<file path="config.mk">
export PLATFORM = sky130hd
export DESIGN_NAME = conv_shift_mac
export DESIGN_NICKNAME = d
export VERILOG_FILES = /design/src/rtl/conv_shift_mac.sv
export SDC_FILE = /design/constraint.sdc
export NUM_CORES = 1
export LEC_CHECK = 0
export CELL_PAD_IN_SITES_DETAIL_PLACEMENT = 0
export CELL_PAD_IN_SITES_GLOBAL_PLACEMENT = 2
export CORE_MARGIN = 8
export CORE_UTILIZATION = 34
export DETAILED_ROUTE_END_ITERATION = 12
export GPL_ROUTABILITY_DRIVEN = 0
export PLACE_DENSITY = 0.9
export SETUP_SLACK_MARGIN = 0.3
export SLEW_MARGIN = 10
export SYNTH_ARGS = -nofsm -noshare
export SYNTH_HDL_FRONTEND = slang
export SYNTH_SLANG_ARGS = --single-unit
</file>
<file path="constraint.sdc">
create_clock -name clk -period 4.6 [get_ports clk]
set_input_delay 0.46 -clock clk [delete_from_list [all_inputs] [get_ports clk]]
set_output_delay 0.46 -clock clk [all_outputs]
set_load 0.01 [all_outputs]
</file>
<file path="src/rtl/conv_shift_mac.sv">
// Shift-add 3x3 convolution MAC: per-tap products from 4-bit shift/negate/zero codes,
// two-stage valid/ready pipeline (S1 products, S2 products + sum) with a transfer counter.
module conv_shift_mac #(
    parameter  int DATA_W = 4,
    parameter  int TAPS   = 9,
    localparam int PROD_W = DATA_W + 4,
    localparam int SUM_W  = PROD_W + $clog2(TAPS),
    localparam int AW     = $clog2(TAPS)
) (
    input  logic                     clk,
    input  logic                     rst_n,
    input  logic                     enable,
    input  logic                     in_valid,
    output logic                     in_ready,
    input  logic [TAPS*DATA_W-1:0]   in_pix,
    input  logic                     coef_wr,
    input  logic [AW-1:0]            coef_addr,
    input  logic [3:0]               coef_data,
    output logic                     out_valid,
    input  logic                     out_ready,
    output logic [TAPS*PROD_W-1:0]   out_prod,
    output logic [SUM_W-1:0]         out_sum,
    output logic [15:0]              win_count
);

    localparam logic [AW:0] TAPS_L = (AW+1)'(TAPS);

    logic [3:0]              coef_q [TAPS];
    logic                    v1_q, v2_q;
    logic [TAPS*PROD_W-1:0]  prod1_q, prod2_q;
    logic [SUM_W-1:0]        sum2_q;
    logic [15:0]             win_cnt_q;

    logic [TAPS*PROD_W-1:0]  prod_d;
    logic [SUM_W-1:0]        sum_d;
    logic                    s1_free, s2_free, accept, xfer_out, coef_hit;

    // Reset kernel is a Laplacian: centre +4, edge neighbours -1, corners 0.
    function automatic logic [3:0] reset_coef(input int k);
        if (k == TAPS / 2)
            return 4'b0010;
        else if (k % 2 == 1)
            return 4'b1000;
        else
            return 4'b0100;
    endfunction

    function automatic logic [PROD_W-1:0] tap_prod(input logic [DATA_W-1:0] pix,
                                                   input logic [3:0]        code);
        logic [PROD_W-1:0] mag;
        mag = PROD_W'(pix) << code[1:0];
        if (code[2])
            return '0;
        else if (code[3])
            return ~mag + PROD_W'(1);
        else
            return mag;
    endfunction

    assign s2_free   = !v2_q || out_ready;
    assign s1_free   = !v1_q || s2_free;
    assign in_ready  = enable && s1_free;
    assign accept    = in_valid && in_ready;
    assign xfer_out  = v2_q && out_ready;
    assign coef_hit  = coef_wr && ({1'b0, coef_addr} < TAPS_L);

    assign out_valid = v2_q;
    assign out_prod  = prod2_q;
    assign out_sum   = sum2_q;
    assign win_count = win_cnt_q;

    always_comb begin
        prod_d = '0;
        for (int k = 0; k < TAPS; k++)
            prod_d[k*PROD_W +: PROD_W] = tap_prod(in_pix[k*DATA_W +: DATA_W], coef_q[k]);
    end

    always_comb begin
        sum_d = '0;
        for (int k = 0; k < TAPS; k++)
            sum_d = sum_d + {{(SUM_W-PROD_W){prod1_q[k*PROD_W+PROD_W-1]}},
                             prod1_q[k*PROD_W +: PROD_W]};
    end

    always_ff @(posedge clk) begin
        if (!rst_n) begin
            v1_q      <= 1'b0;
            v2_q      <= 1'b0;
            prod1_q   <= '0;
            prod2_q   <= '0;
            sum2_q    <= '0;
            win_cnt_q <= '0;
            for (int k = 0; k < TAPS; k++)
                coef_q[k] <= reset_coef(k);
        end else begin
            // Products already in S1 were computed with the coefficients of their
            // acceptance cycle, so a write here never disturbs in-flight windows.
            if (coef_hit)
                coef_q[coef_addr] <= coef_data;
            if (xfer_out)
                win_cnt_q <= win_cnt_q + 16'd1;
            if (!enable) begin
                v1_q    <= 1'b0;
                v2_q    <= 1'b0;
                prod1_q <= '0;
                prod2_q <= '0;
                sum2_q  <= '0;
            end else begin
                if (s2_free) begin
                    v2_q <= v1_q;
                    if (v1_q) begin
                        prod2_q <= prod1_q;
                        sum2_q  <= sum_d;
                    end
                end
                if (s1_free) begin
                    v1_q <= accept;
                    if (accept)
                        prod1_q <= prod_d;
                end
            end
        end
    end

endmodule

</file>
==> flow_summary_export.csv, run 1 <==
group,metric,value,unit
global_routing,gr-total-overflow,0,
detailed_routing,wl,36490,µm
setup_path,cp_max_fo,5,
clock_network,clock-sinks,210,
timing,fin_setup_tns,0,ns
setup_path,cp_slowest_cell,"fa_1",
global_routing,grt_pass1_vias,9705,
timing,relSlewSlack,27.08,%
yosys,ys_seq_area_share,36.96,%
finish,stdcell_count,2029,
placement,post_dp_cell_area,14240,µm²
clock_network,clk_path_buf_depth,3,
timing,skew,0.01178,ns
global_routing,grt_max_degree,76,
setup_path,cp-start-kind,"register",
die,fp.dieH,206.6,µm
detailed_routing,via_per_inst,5.068,
detailed_routing,drt_iter0_drc,582,
setup_path,cp_data_required_time,5.01,ns
yosys,syn_nets,1565,
placement,placed_cells,1979,
power_and_ir_drop,switching_share,26.04,%
timing,maxSlewViolCount,0,
setup_path,path_cells,"inv_1, fa_1, inv_1, fa_1, fa_1, inv_1, fa_1, inv_1, ha_1, and2_1, a22o_1, o21ai_0, mux2i_1, nand2_1",
hold_path,hp-class,"register to register",
detailed_routing,routedWlPerCell,17.98,µm
yosys,synth_top_area_share,28.21,%
setup_path,critPathArrivalTime,4.60,ns
clock_network,cts_hold_buf,0,
power_and_ir_drop,p_sw,1.180,mW
detailed_routing,detail-route-antenna-nets,0,
power_and_ir_drop,power_density,299.0,nW/µm²
power_and_ir_drop,ir_drop,256.8,µV
setup_path,worst-setup-path-type,"register to register",
yosys,synth-edff-count,36,
yosys,avgSynthCellArea,8.612,µm²
yosys,ys_warn_count,0,
finish,area_growth_syn_to_layout,22.71,%
yosys,synthArstFlopShare,0,%
yosys,ys_ff_latch,210,
job,drv_cap,0,
timing,period_minus_slack,4.193,ns
yosys,synthCells,1434,
setup_path,end_kind,"register",
placement,port_buffers,151,
yosys,synth.area.top_cells,"dfxtp_1 28%, fa_1 9.6%, edfxtp_1 8.8%",
power_and_ir_drop,power_frac_comb,11.9,%
finish,drive_gt1_share,6.022,%
placement,post-dp-hpwl,27700,µm
global_routing,antenna_found_initial,0,
finish,diodes,0,
global_routing,grt_util_all_layers,16.60,%
finish,nNetsFinal,1673,
run_status,outcome,"complete, no violations",
die,die_area,42680,µm²
die,fp-row-count,70,
yosys,synth_top_area_cell,"dfxtp_1",
clock_network,clk_pin_slew,0.06,ns
global_routing,grt_pass1_wl,55830,µm
detailed_routing,drt-pass1-iter-count,5,
power_and_ir_drop,p_int,3.351,mW
finish,layout_common_cells,"218 x nand2_1, 170 x dfxtp_1, 151 x clkdlybuf4s50_1",
die,io_pins,152,
clock_network,cts_buffers,26,
yosys,synth_flop_cell,"dfxtp_1",
detailed_routing,num_vias,10283,
power_and_ir_drop,clock_power_share,44.5,%
clock_network,cts_root_buffer,"clkbuf_16",
timing,hold_violations,0,
timing,fmax,238.5,MHz
timing,tightestPinTransition,1.094,ns
setup_path,critical_path.max_stage_delay,0.55,ns
die,die_width,206.6,µm
timing,hold_ws,0.4526,ns
detailed_routing,drc_errors,0,
finish,final_common_cell,"nand2_1",
timing,setup_viol,0,
setup_path,r2r_slack,0.41,ns
yosys,synth_area,12350,µm²
die,initial_core_util,34.14,%
hold_path,hold_depth,2,
timing,period_share,91.15,%
power_and_ir_drop,seq_power_share,43.6,%
yosys,ys_types,60,
finish,fin_area,15150,µm²
clock_network,cts_tree,"yes",
power_and_ir_drop,power.leakage,5.646,nW
setup_path,worst_r2r_path_depth,14,
clock_network,htreeDepth,1,
die,core_area,36170,µm²
clock_network,insertion_delay,0.53,ns
timing,rsz0062_at_grt,"no",
==> metal layers <==
layer	wire length [µm]	global-route usage, %	share of wire, %	up-vias
li1	-	-	-	5089
met1	17380	23.35	48	4886
met3	2288	3.511	6.3	55
met2	15900	25.37	44	253
met4	916	4.703	2.5	0
met5	0	0	0	-
==> cell families after synthesis <==
logic type | Yosys count | synth area share, %
XOR/XNOR | 51 | 3.617
adder cells (fa/ha/maj) | 81 | 11.79
AND/OR/NAND/NOR | 541 | 21.33
buffers and inverters | 193 | 5.988
multiplexers | 52 | 4.579
flip-flops | 210 | 36.96
AO/OA/AOI/OAI | 306 | 15.73
==> area by class of cell <==
class | count | area (µm²)
inverters | 110 | 412.9
clock buffers | 39 | 782.0
repair buffers | 163 | 1639
well taps | 468 | 585.6
fillers | 3713 | 21020
clock inverters | 8 | 63.81
multi-input cells | 1031 | 7101
flip-flops and latches | 210 | 4569
==> synthesized netlist by cell type, types with 11 or more instances <==
cell	instances
nand2_1	220
dfxtp_1	174
a21oi_1	141
inv_1	110
nor2_1	72
clkbuf_1	61
fa_1	59
nand3_1	49
and2_1	48
mux2i_1	43
edfxtp_1	36
o21ai_0	33
nand2b_1	32
xnor2_1	29
nor3_1	26
ha_1	22
xor2_1	22
a22oi_1	19
o31ai_1	18
or3_1	17
nor2b_1	14
o21ai_1	13
buf_2	12
a21boi_0	11
==> through the flow <==
stage / worst slack, ns / total power [mW] / util, %
2_1_floorplan: 0.5609 / 2.358 / -
4_1_cts: 0.3261 / 4.565 / 41.71
3_3_place_gp: 0.3798 / 2.540 / 39.37
5_1_grt: 0.3019 / 4.722 / 41.89
6_report: 0.4070 / 4.530 / 41.89
3_5_place_dp: 0.3339 / 2.547 / 39.37
==> power by group through the flow <==
stage                     Clock, mW  Combinational [mW]  Sequential, mW
after floorplan                   0               0.396            1.96
after CTS                      2.05               0.536            1.97
final                          2.02               0.539            1.98
after global routing           2.14               0.597            1.98
after global placement            0               0.528            2.01
after detailed placement          0               0.533            2.01
==> path summary, 6_finish.rpt <==
kind,start,end
min,out_sum[3],out_sum[3]
max reg2reg,prod1_q[5],out_sum[7]
min reg2reg,out_sum[3],out_sum[3]
max,prod1_q[5],out_sum[7]
==> sequential cells by signal, summed over array words and instances (netlist names) <==
signal     count
out_prod      72
prod1_q       72
coef_q        36
win_count     16
out_sum       12
out_valid      1
v1_q           1
==> critical path: cells and delay by family (launching register included) <==
| kind | cells | cell delay, ns |
|---|---|---|
| buffers and inverters | 4 | 0.24 |
| flip-flops | 1 | 0.40 |
| AO/OA/AOI/OAI | 2 | 0.54 |
| adder cells (fa/ha/maj) | 5 | 2.45 |
| AND/OR/NAND/NOR | 2 | 0.23 |
| multiplexers | 1 | 0.23 |
==> what timing repair did <==
item,CTS,global route
resized for setup,0,13
setup buffers,0,3
setup endpoints to repair,0,5
hold endpoints to repair,0,0
(Power assumes the default switching activity.)
==> run 2: changes to the inputs <==
==> constraint.sdc (replaced) <==
create_clock -name clk -period 4.6 [get_ports clk]
set_input_delay 0.46 -clock clk [delete_from_list [all_inputs] [get_ports clk]]
set_output_delay 0.46 -clock clk [all_outputs]
set_load 0.1 [all_outputs]
==> results of run 2 <==
Same layout as run 1 (identical final DEF). Status: complete, no violations.
Among the figures that moved: total power 4.530 mW -> 4.548 mW
